[src/rtl/uart_tx_buf_if.sv]
`default_nettype none
// +--------------------------------------------------------------------+
// | Module      : uart_tx_buf_if                                       |
// | Description : Write-side bundle for uart_tx_buf: byte push strobe,  |
// |               data and FIFO status flags.                          |
// | Revision    : 1.0 - initial release                                |
// +--------------------------------------------------------------------+
interface uart_tx_buf_if #(
  parameter int D_WIDTH = 8,
  parameter int FIFO_AW = 3
);
  logic               wr_en;
  logic [D_WIDTH-1:0] wr_data;
  logic               full;
  logic               empty;
  logic [FIFO_AW:0]   count;
  logic               overflow;

  // Producer side (controller read-data path)
  modport master (
    output wr_en, wr_data,
    input  full, empty, count, overflow
  );

  // Transmitter side
  modport slave (
    input  wr_en, wr_data,
    output full, empty, count, overflow
  );
endinterface
`default_nettype wire

[src/rtl/uart_tx_buf.sv]
`default_nettype none
// +--------------------------------------------------------------------+
// | Module      : uart_tx_buf                                          |
// | Description : UART transmitter fed by a small synchronous FIFO.    |
// |               Frame = start, D_WIDTH data bits LSB first, stop;    |
// |               frames run back-to-back while the FIFO holds data.   |
// |               Define UART_TX_PARITY_EN to insert an even-parity    |
// |               bit between the last data bit and the stop bit.      |
// | Revision    : 1.0 - initial release                                |
// +--------------------------------------------------------------------+
module uart_tx_buf #(
  parameter int CLK_FREQ  = 133_000_000,
  parameter int BAUD_RATE = 9600,
  parameter int D_WIDTH   = 8,
  parameter int FIFO_AW   = 3
) (
  input  logic               sys_clk,
  input  logic               sys_rst_n,
  uart_tx_buf_if.slave       wr_if,
  output logic               tx,
  output logic               tx_busy,
  output logic               tx_done
);

  localparam int DEPTH        = 1 << FIFO_AW;
  localparam int BAUD_CNT_MAX = CLK_FREQ / BAUD_RATE - 1;
  localparam int CNT_W        = (BAUD_CNT_MAX > 0) ? $clog2(BAUD_CNT_MAX + 1) : 1;
  localparam int IDX_W        = (D_WIDTH > 1) ? $clog2(D_WIDTH) : 1;

  localparam logic [CNT_W-1:0] CNT_LAST   = CNT_W'(BAUD_CNT_MAX);
  // Second-to-last count of a bit; only meaningful when a bit spans >1 cycle
  localparam logic [CNT_W-1:0] CNT_PENULT = CNT_W'((BAUD_CNT_MAX > 0) ? BAUD_CNT_MAX - 1 : 0);
  localparam logic [IDX_W-1:0] IDX_LAST   = IDX_W'(D_WIDTH - 1);

`ifdef UART_TX_PARITY_EN
  typedef enum logic [2:0] {S_IDLE, S_START, S_DATA, S_PARITY, S_STOP} state_t;
`else
  typedef enum logic [1:0] {S_IDLE, S_START, S_DATA, S_STOP} state_t;
`endif

  // ------------------------------------------------------------------
  // FIFO storage and pointers
  // ------------------------------------------------------------------
  logic [D_WIDTH-1:0] r_mem [DEPTH];
  logic [FIFO_AW:0]   r_wr_ptr;
  logic [FIFO_AW:0]   r_rd_ptr;
  logic               r_overflow;

  logic               w_full;
  logic               w_empty;
  logic               w_push;
  logic               w_pop;
  logic [D_WIDTH-1:0] w_head;

  // ------------------------------------------------------------------
  // Transmit state
  // ------------------------------------------------------------------
  state_t             r_state;
  logic [CNT_W-1:0]   r_baud_cnt;
  logic [IDX_W-1:0]   r_bit_idx;
  logic [D_WIDTH-1:0] r_shift;
  logic               w_baud_last;
  logic [D_WIDTH-1:0] w_shift_next;
`ifdef UART_TX_PARITY_EN
  logic               r_parity;
`endif

  assign w_full  = (r_wr_ptr[FIFO_AW] != r_rd_ptr[FIFO_AW]) &&
                   (r_wr_ptr[FIFO_AW-1:0] == r_rd_ptr[FIFO_AW-1:0]);
  assign w_empty = (r_wr_ptr == r_rd_ptr);
  // A write while full is dropped even if a pop frees a slot this cycle
  assign w_push  = wr_if.wr_en && !w_full;
  assign w_head  = r_mem[r_rd_ptr[FIFO_AW-1:0]];

  assign w_baud_last  = (r_baud_cnt == CNT_LAST);
  assign w_shift_next = r_shift >> 1;
  // Pop on the idle edge, or on the last stop-bit cycle to chain frames
  assign w_pop = !w_empty &&
                 ((r_state == S_IDLE) || ((r_state == S_STOP) && w_baud_last));

  assign wr_if.full     = w_full;
  assign wr_if.empty    = w_empty;
  assign wr_if.count    = r_wr_ptr - r_rd_ptr;
  assign wr_if.overflow = r_overflow;

  // FIFO data array; contents need no reset since pointers gate validity
  always_ff @(posedge sys_clk) begin
    if (w_push) begin
      r_mem[r_wr_ptr[FIFO_AW-1:0]] <= wr_if.wr_data;
    end
  end

  // FIFO pointers and the dropped-write pulse
  always_ff @(posedge sys_clk or negedge sys_rst_n) begin
    if (!sys_rst_n) begin
      r_wr_ptr   <= '0;
      r_rd_ptr   <= '0;
      r_overflow <= 1'b0;
    end else begin
      r_overflow <= wr_if.wr_en && w_full;
      if (w_push) begin
        r_wr_ptr <= r_wr_ptr + 1'b1;
      end
      if (w_pop) begin
        r_rd_ptr <= r_rd_ptr + 1'b1;
      end
    end
  end

  // Frame sequencer: baud timing, shifting and all registered serial outputs
  always_ff @(posedge sys_clk or negedge sys_rst_n) begin
    if (!sys_rst_n) begin
      r_state    <= S_IDLE;
      r_baud_cnt <= '0;
      r_bit_idx  <= '0;
      r_shift    <= '0;
      tx         <= 1'b1;
      tx_busy    <= 1'b0;
      tx_done    <= 1'b0;
`ifdef UART_TX_PARITY_EN
      r_parity   <= 1'b0;
`endif
    end else begin
      tx_done <= 1'b0;
      case (r_state)
        S_IDLE: begin
          r_baud_cnt <= '0;
          if (!w_empty) begin
            r_shift <= w_head;
`ifdef UART_TX_PARITY_EN
            r_parity <= ^w_head;
`endif
            r_state <= S_START;
            tx      <= 1'b0;
            tx_busy <= 1'b1;
          end
        end

        S_START: begin
          if (w_baud_last) begin
            r_baud_cnt <= '0;
            r_bit_idx  <= '0;
            r_state    <= S_DATA;
            tx         <= r_shift[0];
          end else begin
            r_baud_cnt <= r_baud_cnt + 1'b1;
          end
        end

        S_DATA: begin
          if (w_baud_last) begin
            r_baud_cnt <= '0;
            if (r_bit_idx == IDX_LAST) begin
`ifdef UART_TX_PARITY_EN
              r_state <= S_PARITY;
              tx      <= r_parity;
`else
              r_state <= S_STOP;
              tx      <= 1'b1;
              // Single-cycle bits: the stop bit's only cycle is also its last
              tx_done <= (BAUD_CNT_MAX == 0);
`endif
            end else begin
              r_bit_idx <= r_bit_idx + 1'b1;
              r_shift   <= w_shift_next;
              tx        <= w_shift_next[0];
            end
          end else begin
            r_baud_cnt <= r_baud_cnt + 1'b1;
          end
        end

`ifdef UART_TX_PARITY_EN
        S_PARITY: begin
          if (w_baud_last) begin
            r_baud_cnt <= '0;
            r_state    <= S_STOP;
            tx         <= 1'b1;
            tx_done    <= (BAUD_CNT_MAX == 0);
          end else begin
            r_baud_cnt <= r_baud_cnt + 1'b1;
          end
        end
`endif

        S_STOP: begin
          if (w_baud_last) begin
            r_baud_cnt <= '0;
            if (!w_empty) begin
              r_shift <= w_head;
`ifdef UART_TX_PARITY_EN
              r_parity <= ^w_head;
`endif
              r_state <= S_START;
              tx      <= 1'b0;
            end else begin
              r_state <= S_IDLE;
              tx_busy <= 1'b0;
            end
          end else begin
            r_baud_cnt <= r_baud_cnt + 1'b1;
            // Registered pulse lands on the final stop-bit cycle
            if (r_baud_cnt == CNT_PENULT) begin
              tx_done <= 1'b1;
            end
          end
        end

        default: begin
          r_state <= S_IDLE;
          tx      <= 1'b1;
          tx_busy <= 1'b0;
        end
      endcase
    end
  end

endmodule
`default_nettype wire

[src/flat_wrapper.sv]
// flat-port wrapper written by rule: the top's interface ports become plain ports
module uart_tx_buf_flat 
#(
  parameter int CLK_FREQ  = 133_000_000,
  parameter int BAUD_RATE = 9600,
  parameter int D_WIDTH   = 8,
  parameter int FIFO_AW   = 3
)
  (sys_clk, sys_rst_n, tx, tx_busy, tx_done, wr_if_wr_en, wr_if_wr_data, wr_if_full, wr_if_empty, wr_if_count, wr_if_overflow);
  uart_tx_buf_if #(.D_WIDTH(D_WIDTH), .FIFO_AW(FIFO_AW)) wr_if_i ();
  input  logic sys_clk;
  input  logic sys_rst_n;
  output logic tx;
  output logic tx_busy;
  output logic tx_done;
  input wire logic [$bits(wr_if_i.wr_en)-1:0] wr_if_wr_en;
  input wire logic [$bits(wr_if_i.wr_data)-1:0] wr_if_wr_data;
  output wire logic [$bits(wr_if_i.full)-1:0] wr_if_full;
  output wire logic [$bits(wr_if_i.empty)-1:0] wr_if_empty;
  output wire logic [$bits(wr_if_i.count)-1:0] wr_if_count;
  output wire logic [$bits(wr_if_i.overflow)-1:0] wr_if_overflow;
  assign wr_if_i.wr_en = wr_if_wr_en;
  assign wr_if_i.wr_data = wr_if_wr_data;
  assign wr_if_full = wr_if_i.full;
  assign wr_if_empty = wr_if_i.empty;
  assign wr_if_count = wr_if_i.count;
  assign wr_if_overflow = wr_if_i.overflow;
  uart_tx_buf #(.CLK_FREQ(CLK_FREQ), .BAUD_RATE(BAUD_RATE), .D_WIDTH(D_WIDTH), .FIFO_AW(FIFO_AW)) u_core (.sys_clk(sys_clk), .sys_rst_n(sys_rst_n), .wr_if(wr_if_i), .tx(tx), .tx_busy(tx_busy), .tx_done(tx_done));
endmodule
[config.mk]
export PLATFORM = sky130hd
export DESIGN_NAME = uart_tx_buf_flat
export DESIGN_NICKNAME = d
export VERILOG_FILES = /design/src/rtl/uart_tx_buf_if.sv /design/src/rtl/uart_tx_buf.sv /design/src/flat_wrapper.sv
export SDC_FILE = /design/constraint.sdc
export NUM_CORES = 1
export LEC_CHECK = 0
export CAP_MARGIN = 20
export CORE_ASPECT_RATIO = 0.5
export CORE_MARGIN = 5
export CORE_UTILIZATION = 38
export CTS_BUF_LIST = sky130_fd_sc_hd__clkbuf_4
export DETAILED_ROUTE_END_ITERATION = 10
export SLEW_MARGIN = 30
export SYNTH_ARGS = -nofsm -noshare
export SYNTH_HDL_FRONTEND = slang
export SYNTH_SLANG_ARGS = --single-unit
[constraint.sdc]
create_clock -name sys_clk -period 3.1 [get_ports sys_clk]
set_input_delay 0.775 -clock sys_clk [delete_from_list [all_inputs] [get_ports sys_clk]]
set_output_delay 0.775 -clock sys_clk [all_outputs]
set_load 0.02 [all_outputs]
## Yosys cells after proc, flatten, opt, wreduce, memory -nomap -nowiden

Memories as Yosys holds them, arrays and structs flattened.
Cells that the tools add are included.

| word-level totals | value |
|---|---|
| memories kept | 1 |
| register bits after elaboration | 39 |
| bits in writable memories | 64 |
| output and inout bits | 10 |

Memories:

| memory | words | width | rd ports | clocked after memory_dff | write ports | line | source |
|---|---|---|---|---|---|---|---|
| u_core.r_mem | 8 | 8 | 1 | 0 | 1 | uart_tx_buf.sv:44 | `logic [D_WIDTH-1:0] r_mem [DEPTH];` |

| operators by class | value |
|---|---|
| reductions and logical operators | 18 |
| add/subtract/negate cells | 5 |
| muxes and demuxes | 33 |
| equal/unequal tests | 16 |

Operators with widths:

| cell | number |
|---|---|
| $mux 8 | 4 |
| $eq 14x14->1 const B | 2 |
| $pmux 14 s2 | 1 |
| $pmux 8 s3 | 1 |
| $add 14x1->14 const B | 1 |
| $mux 1 | 14 |
| $mux 14 | 1 |
| $reduce_and 4->1 | 3 |
| $mux 2 | 5 |
| $ne 2x1->1 const B | 5 |
| $mux 3 | 3 |
| $add 4x1->4 const B | 2 |
| $pmux 2 s4 | 1 |
| $pmux 3 s2 | 1 |
| $logic_and 1x1->1 | 5 |
| $reduce_and 5->1 | 1 |
| $eq 2x2->1 const B | 2 |
| $eq 4x4->1 | 1 |
| $ne 2x2->1 const B | 2 |
| $pmux 1 s4 | 1 |
| $reduce_bool 2->1 | 2 |
| $sub 4x4->4 | 1 |
| $add 3x1->3 const B | 1 |
| $eq 3x3->1 | 1 |
| other kinds (10) | 11 |

## Longest topological paths before layout

Gate-level depths: netlist of the first run.

| logic depth | value |
|---|---|
| depth after elaboration | 6 |
| mapped depth | 8 |

## Worst setup path after synthesis of the first run

Ideal clock, no wire load.

| path | value |
|---|---|
| path kind | flip-flop to flip-flop |
| from | register u_core.r_rd_ptr[1] |
| to | memory u_core.r_mem[0][0], enable pin |
| slack | 829 ps |
| buffers on the path | 0 |
| data required time | 2717 ps |
| data arrival time | 1887 ps |
| stages on the path, launching flop included | 7 |
| clock period less this slack | 2271 ps |
| cell sequence | dfrtp_1 -> inv_1 -> ha_1 -> nand3_1 -> o21a_1 -> nand2_1 -> nor3_1 |

| between the ends | value |
|---|---|
| word-level cells in the longest chain between the ends | 6 |

Ends and longest elaborated chain:

| what | line | source |
|---|---|---|
| start: declaration | uart_tx_buf.sv:46 | `logic [FIFO_AW:0] r_rd_ptr;` |
| start signal: assignment | uart_tx_buf.sv:105 | `r_rd_ptr <= r_rd_ptr + 1'b1;` |
| $eq 3x3->1 | uart_tx_buf.sv:69 | `(r_wr_ptr[FIFO_AW-1:0] == r_rd_ptr[FIFO_AW-1:0]);` |
| $logic_and 1x1->1 | uart_tx_buf.sv:68 | `assign w_full = (r_wr_ptr[FIFO_AW] != r_rd_ptr[FIFO_AW]) &&` |
| $logic_not 1->1 | uart_tx_buf.sv:72 | `assign w_push = wr_if.wr_en && !w_full;` |
| $logic_and 1x1->1 | uart_tx_buf.sv:72 |  |
| $mux 1 | uart_tx_buf.sv:88 | `if (w_push) begin` |
| $mux 1 (implied by the code) | uart_tx_buf.sv:89 | `r_mem[r_wr_ptr[FIFO_AW-1:0]] <= wr_if.wr_data;` |
| end: declaration | uart_tx_buf.sv:44 |  |

Every way passes these cells.

## Worst setup path after layout of the first run

| path | value |
|---|---|
| from | register u_core.r_wr_ptr[2] |
| to | output wr_if_empty |

| between the ends | value |
|---|---|
| word-level cells in the longest chain between the ends | 1 |

Ends and longest elaborated chain:

| what | line | source |
|---|---|---|
| start: declaration | uart_tx_buf.sv:45 | `logic [FIFO_AW:0] r_wr_ptr;` |
| start signal: assignment | uart_tx_buf.sv:102 | `r_wr_ptr <= r_wr_ptr + 1'b1;` |
| $eq 4x4->1 | uart_tx_buf.sv:70 | `assign w_empty = (r_wr_ptr == r_rd_ptr);` |
| end: declaration | flat_wrapper.sv:19 | `output wire logic [$bits(wr_if_i.empty)-1:0] wr_if_empty;` |

Every way passes these cells.

==> results of run 1 <==
[area by class of cell]
cell class	instances	area, sq um
clock inverter	7	72.6
timing repair buffer	34	302
multi-input combinational	228	1760
tap	170	213
sequential	103	2900
fill	1209	7180
inverter	17	63.8
clock buffer	9	67.6
[timing repair]
action,in CTS,in global routing
endpoints found under the setup margin,4,2
hold buffers,0,0
setup buffers,0,1
gates cloned,0,0
resized for setup,4,3
[stage by stage]
| step | cells | area, sq um |
|---|---|---|
| CTS | 567 | 5360 |
| floorplan | 360 | 4820 |
| global placement | 551 | 5230 |
| detailed placement | 551 | 5230 |
| finish | 568 | 5380 |
| global route | 568 | 5380 |
[cells in the final DEF, fill, tap and decap left out, drive strengths merged, types with 3 or more instances in the layout]
cell type,instances
a22o,7
a21oi,6
dlygate4sd2,3
o21ai,5
dfrtp,38
buf,15
a211oi,9
and2,4
nand2,30
ha,16
xnor2,9
nor2b,10
nand4,4
clkinv,3
nor2,22
and4,3
inv,20
o2bb2ai,3
a2111oi,8
edfxtp,64
or3,3
xor2,10
mux2i,25
nor3,3
clkdlybuf4s50,14
nand3,6
o32a,8
or2,4
and3,3
clkbuf,9
[where the power goes]
group,switching (W),leakage [nW],internal [W]
Combinational,0.000342,1.00,0.000230
Sequential,0.0000588,1.07,0.00160
Clock,0.000496,0.0733,0.000189
Total,0.000897,2.14,0.00202
[registers in the layout, indices dropped and copies added, names as in the netlist]
register and cells:
u_core.r_mem 64, u_core.r_baud_cnt 14, u_core.r_shift 8, u_core.r_rd_ptr 4, u_core.r_wr_ptr 4, u_core.r_bit_idx 3, u_core.r_state 2, u_core.tx 1
u_core.tx_busy 1, u_core.tx_done 1, u_core.wr_if.overflow 1
[Yosys cell counts, types with 2 or more instances]
master,n,area [sq um]
sky130_fd_sc_hd__a2111oi_0,5,43.8
sky130_fd_sc_hd__o31ai_1,2,15.0
sky130_fd_sc_hd__nand3_1,6,30.0
sky130_fd_sc_hd__nor2_1,22,82.6
sky130_fd_sc_hd__inv_1,16,60.1
sky130_fd_sc_hd__o22ai_1,2,12.5
sky130_fd_sc_hd__nand4_1,3,18.8
sky130_fd_sc_hd__buf_4,3,22.5
sky130_fd_sc_hd__buf_6,4,45.0
sky130_fd_sc_hd__xnor2_1,9,78.8
sky130_fd_sc_hd__o32a_2,2,22.5
sky130_fd_sc_hd__a211oi_1,9,67.6
sky130_fd_sc_hd__a22o_1,7,61.3
sky130_fd_sc_hd__a2111oi_1,3,30.0
sky130_fd_sc_hd__ha_1,16,200
sky130_fd_sc_hd__and2_1,3,18.8
sky130_fd_sc_hd__clkbuf_1,3,11.3
sky130_fd_sc_hd__edfxtp_1,64,1920
sky130_fd_sc_hd__or3_1,2,12.5
sky130_fd_sc_hd__mux2i_1,25,250
sky130_fd_sc_hd__nor2b_1,10,62.6
sky130_fd_sc_hd__o2bb2ai_1,3,26.3
sky130_fd_sc_hd__and3_2,2,15.0
sky130_fd_sc_hd__a21oi_1,6,30.0
sky130_fd_sc_hd__o21a_1,2,15.0
sky130_fd_sc_hd__nand2_1,30,113
sky130_fd_sc_hd__o21ai_0,5,25.0
sky130_fd_sc_hd__o32a_1,6,60.1
sky130_fd_sc_hd__or2_2,3,18.8
sky130_fd_sc_hd__mux2_4,2,30.0
sky130_fd_sc_hd__xor2_1,10,87.6
sky130_fd_sc_hd__nor3_1,3,15.0
sky130_fd_sc_hd__dfrtp_1,38,951
[worst max-delay path, delay by kind of cell (launching register included)]
family,cells,cell delay [ps]
DFF,1,490
and+or+nand+nor,2,420
buffers and inverters,2,430
adders and majority gates,1,350
[routing by layer]
metal	track usage	part of all wire	vias up
met5	0	0	-
met4	0.0351	0.0080	0
met3	0.0302	0.026	6
met2	0.222	0.47	43
met1	0.170	0.49	1430
li1	-	-	1402
[worst max path at each step]
stage	startpoint	endpoint	slack (ps)	cells past startpoint
global route	u_core.r_wr_ptr[2]$_DFFE_PN0P_	wr_if_empty	20	5
detailed placement	u_core.r_rd_ptr[2]$_DFFE_PN0P_	wr_if_empty	320	6
CTS	u_core.r_wr_ptr[0]$_DFFE_PN0P_	wr_if_count[1]	30	5
finish	u_core.r_wr_ptr[2]$_DFFE_PN0P_	wr_if_empty	160	5
global placement	u_core.r_rd_ptr[2]$_DFFE_PN0P_	wr_if_empty	390	6
floorplan	u_core.r_rd_ptr[1]$_DFFE_PN0P_	u_core.r_mem[0][0]$_DFFE_PP_	830	6
[kinds of logic (layout without fill, tap and decap cells)]
family                     after synthesis  count (layout)  synth area share
AOI/OAI and AO/OA                       62              62             0.103
DFF                                    103             103             0.601
muxes                                   28              28            0.0628
xor gates and xnor gates                19              19            0.0345
adders and majority gates               17              17            0.0457
buffers and inverters                   29              67            0.0348
and+or+nand+nor                        102             102             0.118
==> reports/qor_table.md, run 1 <==
| Result | Reported | Unit |
|:---|:---|:---|
| Run status | finished clean | - |
| Ys Warns | 0 | - |
| Overall die area | 15200 | sq um |
| Post-route setup slack | 162 | ps |
| Sum of routed wire length over all layers | 9290 | microns |
| Aggregate negative setup slack | 0 | ps |
| Crit-path max FO | 7 | - |
| Crit path capture type | primary output | - |
| Cts bufs inserted | 9 | - |
| Via count of the first global-routing pass | 2834 | - |
| Worst hold margin | 239 | ps |
| Hold Path Class | in -> async | - |
| Combined area of all synthesized cells | 4820 | sq um |
| Die Wd | 169 | microns |
| Fmax | 340 | MHz |
| ANT cells | 0 | - |
| Prevailing post-synth register cell | sky130_fd_sc_hd__edfxtp_1 | - |
| Logic depth of the worst register-to-register path | 6 | - |
| Slew headroom | 0.470 | - |
| Standard cell core area | 12600 | sq um |
| R2r endpoint | u_core.r_mem[7][3]$_DFFE_PP_ | - |
| Floorplan die height | 89.7 | microns |
| Data arrival time of the critical path | 2160 | ps |
| Row cnt | 29 | - |
| Post-detailed-placement half-perimeter wirelength | 6150 | microns |
| CTS sink count | 103 | - |
| Number of top-level design ports | 21 | - |
| Total chip power | 0.00292 | W |
| CP max-delay cell | sky130_fd_sc_hd__dfrtp_2 | - |
| Critical register-to-register path startpoint | u_core.r_wr_ptr[2]$_DFFE_PN0P_ | - |
| Number of enable-type register cells in the synthesized netlist | 64 | - |
| Number of buffers added on ports | 20 | - |
| Number of nets with antenna violations after routing | 0 | - |
| Root buf cell | sky130_fd_sc_hd__clkbuf_4 | - |
| Clock tree from TritonCTS | yes | - |
| All-layer global routing usage | 0.130 | - |
| Count of max-cap constraint violations | 0 | - |
| Power density cells | 543 | nW/um^2 |
| Reg2Reg Setup Slack | 810 | ps |
| Final routed DRC violation total | 0 | - |
| Seq/Total Area, Yosys | 0.601 | - |
| Number of iterations in the first detailed-routing pass | 4 | - |
| Final Slew Violations | 0 | - |
| Required time of the critical path | 2320 | ps |
| Per-instance average area after synthesis | 13.4 | sq um |
| Leakage power | 2.14 | nW |
| Actual slew at the worst max-slew pin | 793 | ps |
| Clock tree buffer depth | 2 | - |
| Post-CTS clock slew at the launch and capture registers of the worst setup and hold paths | 180 | ps |
| Final core utilization | 0.428 | - |
| Largest net degree at the start of global routing | 43 | - |
| Clock network latency to the later pin of the worst-skew pair | 470 | ps |
| Worst IR Drop VDD | 0.194 | mV |
| Via density per instance | 5.07 | - |
| Share of cells above drive strength 1 | 0.143 | - |
| Vias after detailed routing | 2881 | - |
| Yosys reg bits | 103 | - |
| Count of different cell masters after synthesis | 67 | - |
| Time the worst path needs with I/O delays and setup | 2940 | ps |
| Number of antenna violations at the first check in global routing | 0 | - |
| Synth async-reset ratio | 0.379 | - |
| Placement Setup Slack | 323 | ps |
| Final-report hold violation count | 0 | - |
| Wire per inst | 16.4 | microns |
| Cells along the critical path | ha_1 > nand3_1 > or2_1 > inv_2 > clkdlybuf4s15_1 | - |
| Count of nets after finishing | 421 | - |
| Number of nets in the synthesized netlist | 388 | - |
| Critical path class | reg -> out | - |
| Total number of H-tree levels | 3 | - |
| RSZ-0062 raised after global routing | no | - |
| Post-route fraction of the period consumed by the critical path | 0.948 | - |
| Grt total ovfl | 0 | - |
| Synth-to-layout area growth | 11.5 | % |
| Wire length of the first global-routing pass | 15100 | microns |
| Initial core utilization | 0.384 | - |
| Synthesized netlist cell count | 360 | - |
| Longest individual stage delay on the worst path | 490 | ps |
| Setup-violating endpoint count in the final report | 0 | - |
| GP Congestion | 0.811 | - |
| Initial DRC count | 178 | - |
| Setup Skew | 15.3 | ps |
| Worst setup SP type | register | - |
Note: power is estimated with default switching activity, not from simulation.
==> run 2: changes to the inputs <==
PLACE_DENSITY_LB_ADDON = 0.15   (was not set)
TNS_END_PERCENT = 10   (was not set)
==> run 2 against run 1 <==
Clock-buffer cell count did not move. Sequential share of layout area about the same. Global-route usage is 0.91 points higher. Clock skew increased by 0.87 ps. Utilization about the same. Final area barely moved. Via count rose by 2.7%. First-iteration DRC count is 31% higher. Worst setup slack gained 0.98 ps. Die area unchanged. Highest routed layer unchanged.
==> reports/qor_table.md, run 2 (synthesis gave the netlist of run 1 again) <==
| Result | Reported | Unit | Delta |
|:---|:---|:---|:---|
| Logic depth of the worst register-to-register path | 5 | - | -1 |
| Worst setup SP type | register | - |  |
| Time the worst path needs with I/O delays and setup | 2940 | ps | -0.983 ps |
| Largest net degree at the start of global routing | 43 | - | unchanged |
| Critical path class | reg -> out | - |  |
| Clock tree buffer depth | 2 | - | unchanged |
| Reg2Reg Setup Slack | 790 | ps | -20 ps |
| Final routed DRC violation total | 0 | - | unchanged |
| ANT cells | 0 | - | unchanged |
| Slew headroom | 0.443 | - | -0.0269 |
| Crit-path max FO | 7 | - | unchanged |
| GP Congestion | 0.852 | - | +5.1% |
| Die Wd | 169 | microns | unchanged |
| Filler cell count in the final layout | 1198 | - | -0.91% |
| Aggregate negative setup slack | 0 | ps | unchanged |
| Worst IR Drop VDD | 0.214 | mV | +11% |
| Number of standard cells in the layout, taps in and fillers out | 566 | - | -0.35% |
| Cts bufs inserted | 9 | - | unchanged |
| Actual slew at the worst max-slew pin | 814 | ps | +20.9 ps |
| Required time of the critical path | 2320 | ps | about the same |
| Count of nets after finishing | 419 | - | -0.48% |
| Wire per inst | 17.6 | microns | +7.4% |
| CTS sink count | 103 | - | unchanged |
| Clock tree from TritonCTS | yes | - |  |
| Number of buffers added on ports | 20 | - | unchanged |
| Share of cells above drive strength 1 | 0.139 | - | -0.00433 |
| Initial DRC count | 234 | - | +31% |
| Final-report hold violation count | 0 | - | unchanged |
| Commonest cells after routing, fill and taps aside | 64 x sky130_fd_sc_hd__edfxtp_1, 36 x sky130_fd_sc_hd__dfrtp_1, 30 x sky130_fd_sc_hd__nand2_1 | - |  |
| Critical register-to-register path startpoint | u_core.r_rd_ptr[0]$_DFFE_PN0P_ | - |  |
| Setup Skew | 16.2 | ps | +0.870 ps |
| Number of antenna violations at the first check in global routing | 0 | - | unchanged |
| Wire length of the first global-routing pass | 16100 | microns | +6.3% |
| Post-placement cell count | 549 | - | -0.36% |
| Vias after detailed routing | 2960 | - | +2.7% |
| Power density cells | 558 | nW/um^2 | +2.7% |
| Fmax | 340 | MHz | about the same |
| Leakage power | 2.15 | nW | +0.37% |
| Count of max-cap constraint violations | 0 | - | unchanged |
| Final Slew Violations | 0 | - | unchanged |
| Root buf cell | sky130_fd_sc_hd__clkbuf_4 | - |  |
| Data arrival time of the critical path | 2160 | ps | about the same |
| Via count of the first global-routing pass | 3082 | - | +8.8% |
| Hold Buf Count CTS | 0 | - | unchanged |
| Worst hold margin | 265 | ps | +25.2 ps |
| Total number of H-tree levels | 3 | - | unchanged |
| Via density per instance | 5.23 | - | +3.1% |
| Grt total ovfl | 0 | - | unchanged |
| Flip-flop count of the largest register after layout | 64 | - | unchanged |
| Synth-to-layout area growth | 11.5 | % | about the same |
| Number of iterations in the first detailed-routing pass | 4 | - | unchanged |
| Post-detailed-placement half-perimeter wirelength | 6760 | microns | +10% |
| Most common cell after layout, fill and taps aside | sky130_fd_sc_hd__edfxtp_1 | - |  |
| Clock network latency to the later pin of the worst-skew pair | 470 | ps | about the same |
| Post-route fraction of the period consumed by the critical path | 0.948 | - | about the same |
| Setup-violating endpoint count in the final report | 0 | - | unchanged |
| Sum of routed wire length over all layers | 9940 | microns | +7.0% |
| Overall die area | 15200 | sq um | unchanged |
| Hold Path Class | in -> async | - |  |
| Crit path capture type | primary output | - |  |
| Worst setup endpoint | wr_if_empty | - |  |
| Number of nets with antenna violations after routing | 0 | - | unchanged |
| All-layer global routing usage | 0.139 | - | +0.00905 |
| R2r endpoint | u_core.r_shift[1]$_DFFE_PN0P_ | - |  |
| Standard cell core area | 12600 | sq um | unchanged |
| Critical Path Start | u_core.r_wr_ptr[2]$_DFFE_PN0P_ | - |  |
| Number of top-level design ports | 21 | - | unchanged |
| Run status | finished clean | - |  |
| Post-CTS clock slew at the launch and capture registers of the worst setup and hold paths | 180 | ps | about the same |
| Initial core utilization | 0.384 | - | unchanged |
| Total chip power | 0.00300 | W | +2.8% |
| Floorplan die height | 89.7 | microns | unchanged |
| Row cnt | 29 | - | unchanged |
[run 2: routing by layer]
| layer | part of all wire | global-route usage | wire length (microns) |
|---|---|---|---|
| met2 | 0.50 | 0.252 | 4940 |
| met3 | 0.031 | 0.0363 | 307 |
| met1 | 0.46 | 0.167 | 4560 |
| met4 | 0.013 | 0.0416 | 132 |
| met5 | 0 | 0 | 0 |
[run 2: cell type report]
| cell class | instances | area (sq um) | area share |
|---|---|---|---|
| timing repair buffer | 32 | 285 | 0.0530 |
| inverter | 17 | 63.8 | 0.0119 |
| multi-input combinational | 228 | 1760 | 0.326 |
| clock inverter | 7 | 92.6 | 0.0172 |
| clock buffer | 9 | 67.6 | 0.0126 |
| sequential | 103 | 2900 | 0.539 |
| tap | 170 | 213 | 0.0395 |
[run 2: power breakdown]
group	internal (W)	switching, W	total (W)	leakage (nW)
registers	0.00160	0.0000603	0.00166	1.07
logic	0.000227	0.000341	0.000567	0.995
clock network	0.000273	0.000495	0.000769	0.0884
total	0.00210	0.000897	0.00300	2.15
[run 2: timing repair]
item	CTS	global route
buffers inserted	0	1
gates resized for setup	4	2
setup endpoints to repair	4	2
[run 2: worst min path at each step]
stage                                            endpoint                          start  depth (start not counted)
after floorplan             u_core.r_shift[6]$_DFFE_PN0P_  u_core.r_shift[6]$_DFFE_PN0P_                          1
after detailed placement    u_core.r_shift[4]$_DFFE_PN0P_  u_core.r_shift[4]$_DFFE_PN0P_                          1
after global routing       u_core.r_baud_cnt[7]$_DFF_PN0_                      sys_rst_n                          1
final                       u_core.r_shift[0]$_DFFE_PN0P_                      sys_rst_n                          1
after global placement      u_core.r_shift[5]$_DFFE_PN0P_  u_core.r_shift[5]$_DFFE_PN0P_                          1
after CTS                 u_core.r_bit_idx[2]$_DFFE_PN0P_                      sys_rst_n                          1
[run 2: worst max-delay path, cell delays in order (launching register included)]
cell and delay (ps):
sky130_fd_sc_hd__dfrtp_2 480, sky130_fd_sc_hd__ha_1 350, sky130_fd_sc_hd__nand3_1 100, sky130_fd_sc_hd__or2_1 310, sky130_fd_sc_hd__inv_2 130, sky130_fd_sc_hd__dlygate4sd2_1 340
[run 2: metrics by stage]
| step | utilization | setup slack, ps | instance area, sq um |
|---|---|---|---|
| finish | 0.428 | 163 | 5380 |
| global route | 0.428 | -5.74 | 5380 |
| detailed placement | 0.415 | 341 | 5210 |
| floorplan | - | 829 | 4820 |
| global placement | 0.415 | 373 | 5210 |
| CTS | 0.427 | 26.8 | 5370 |
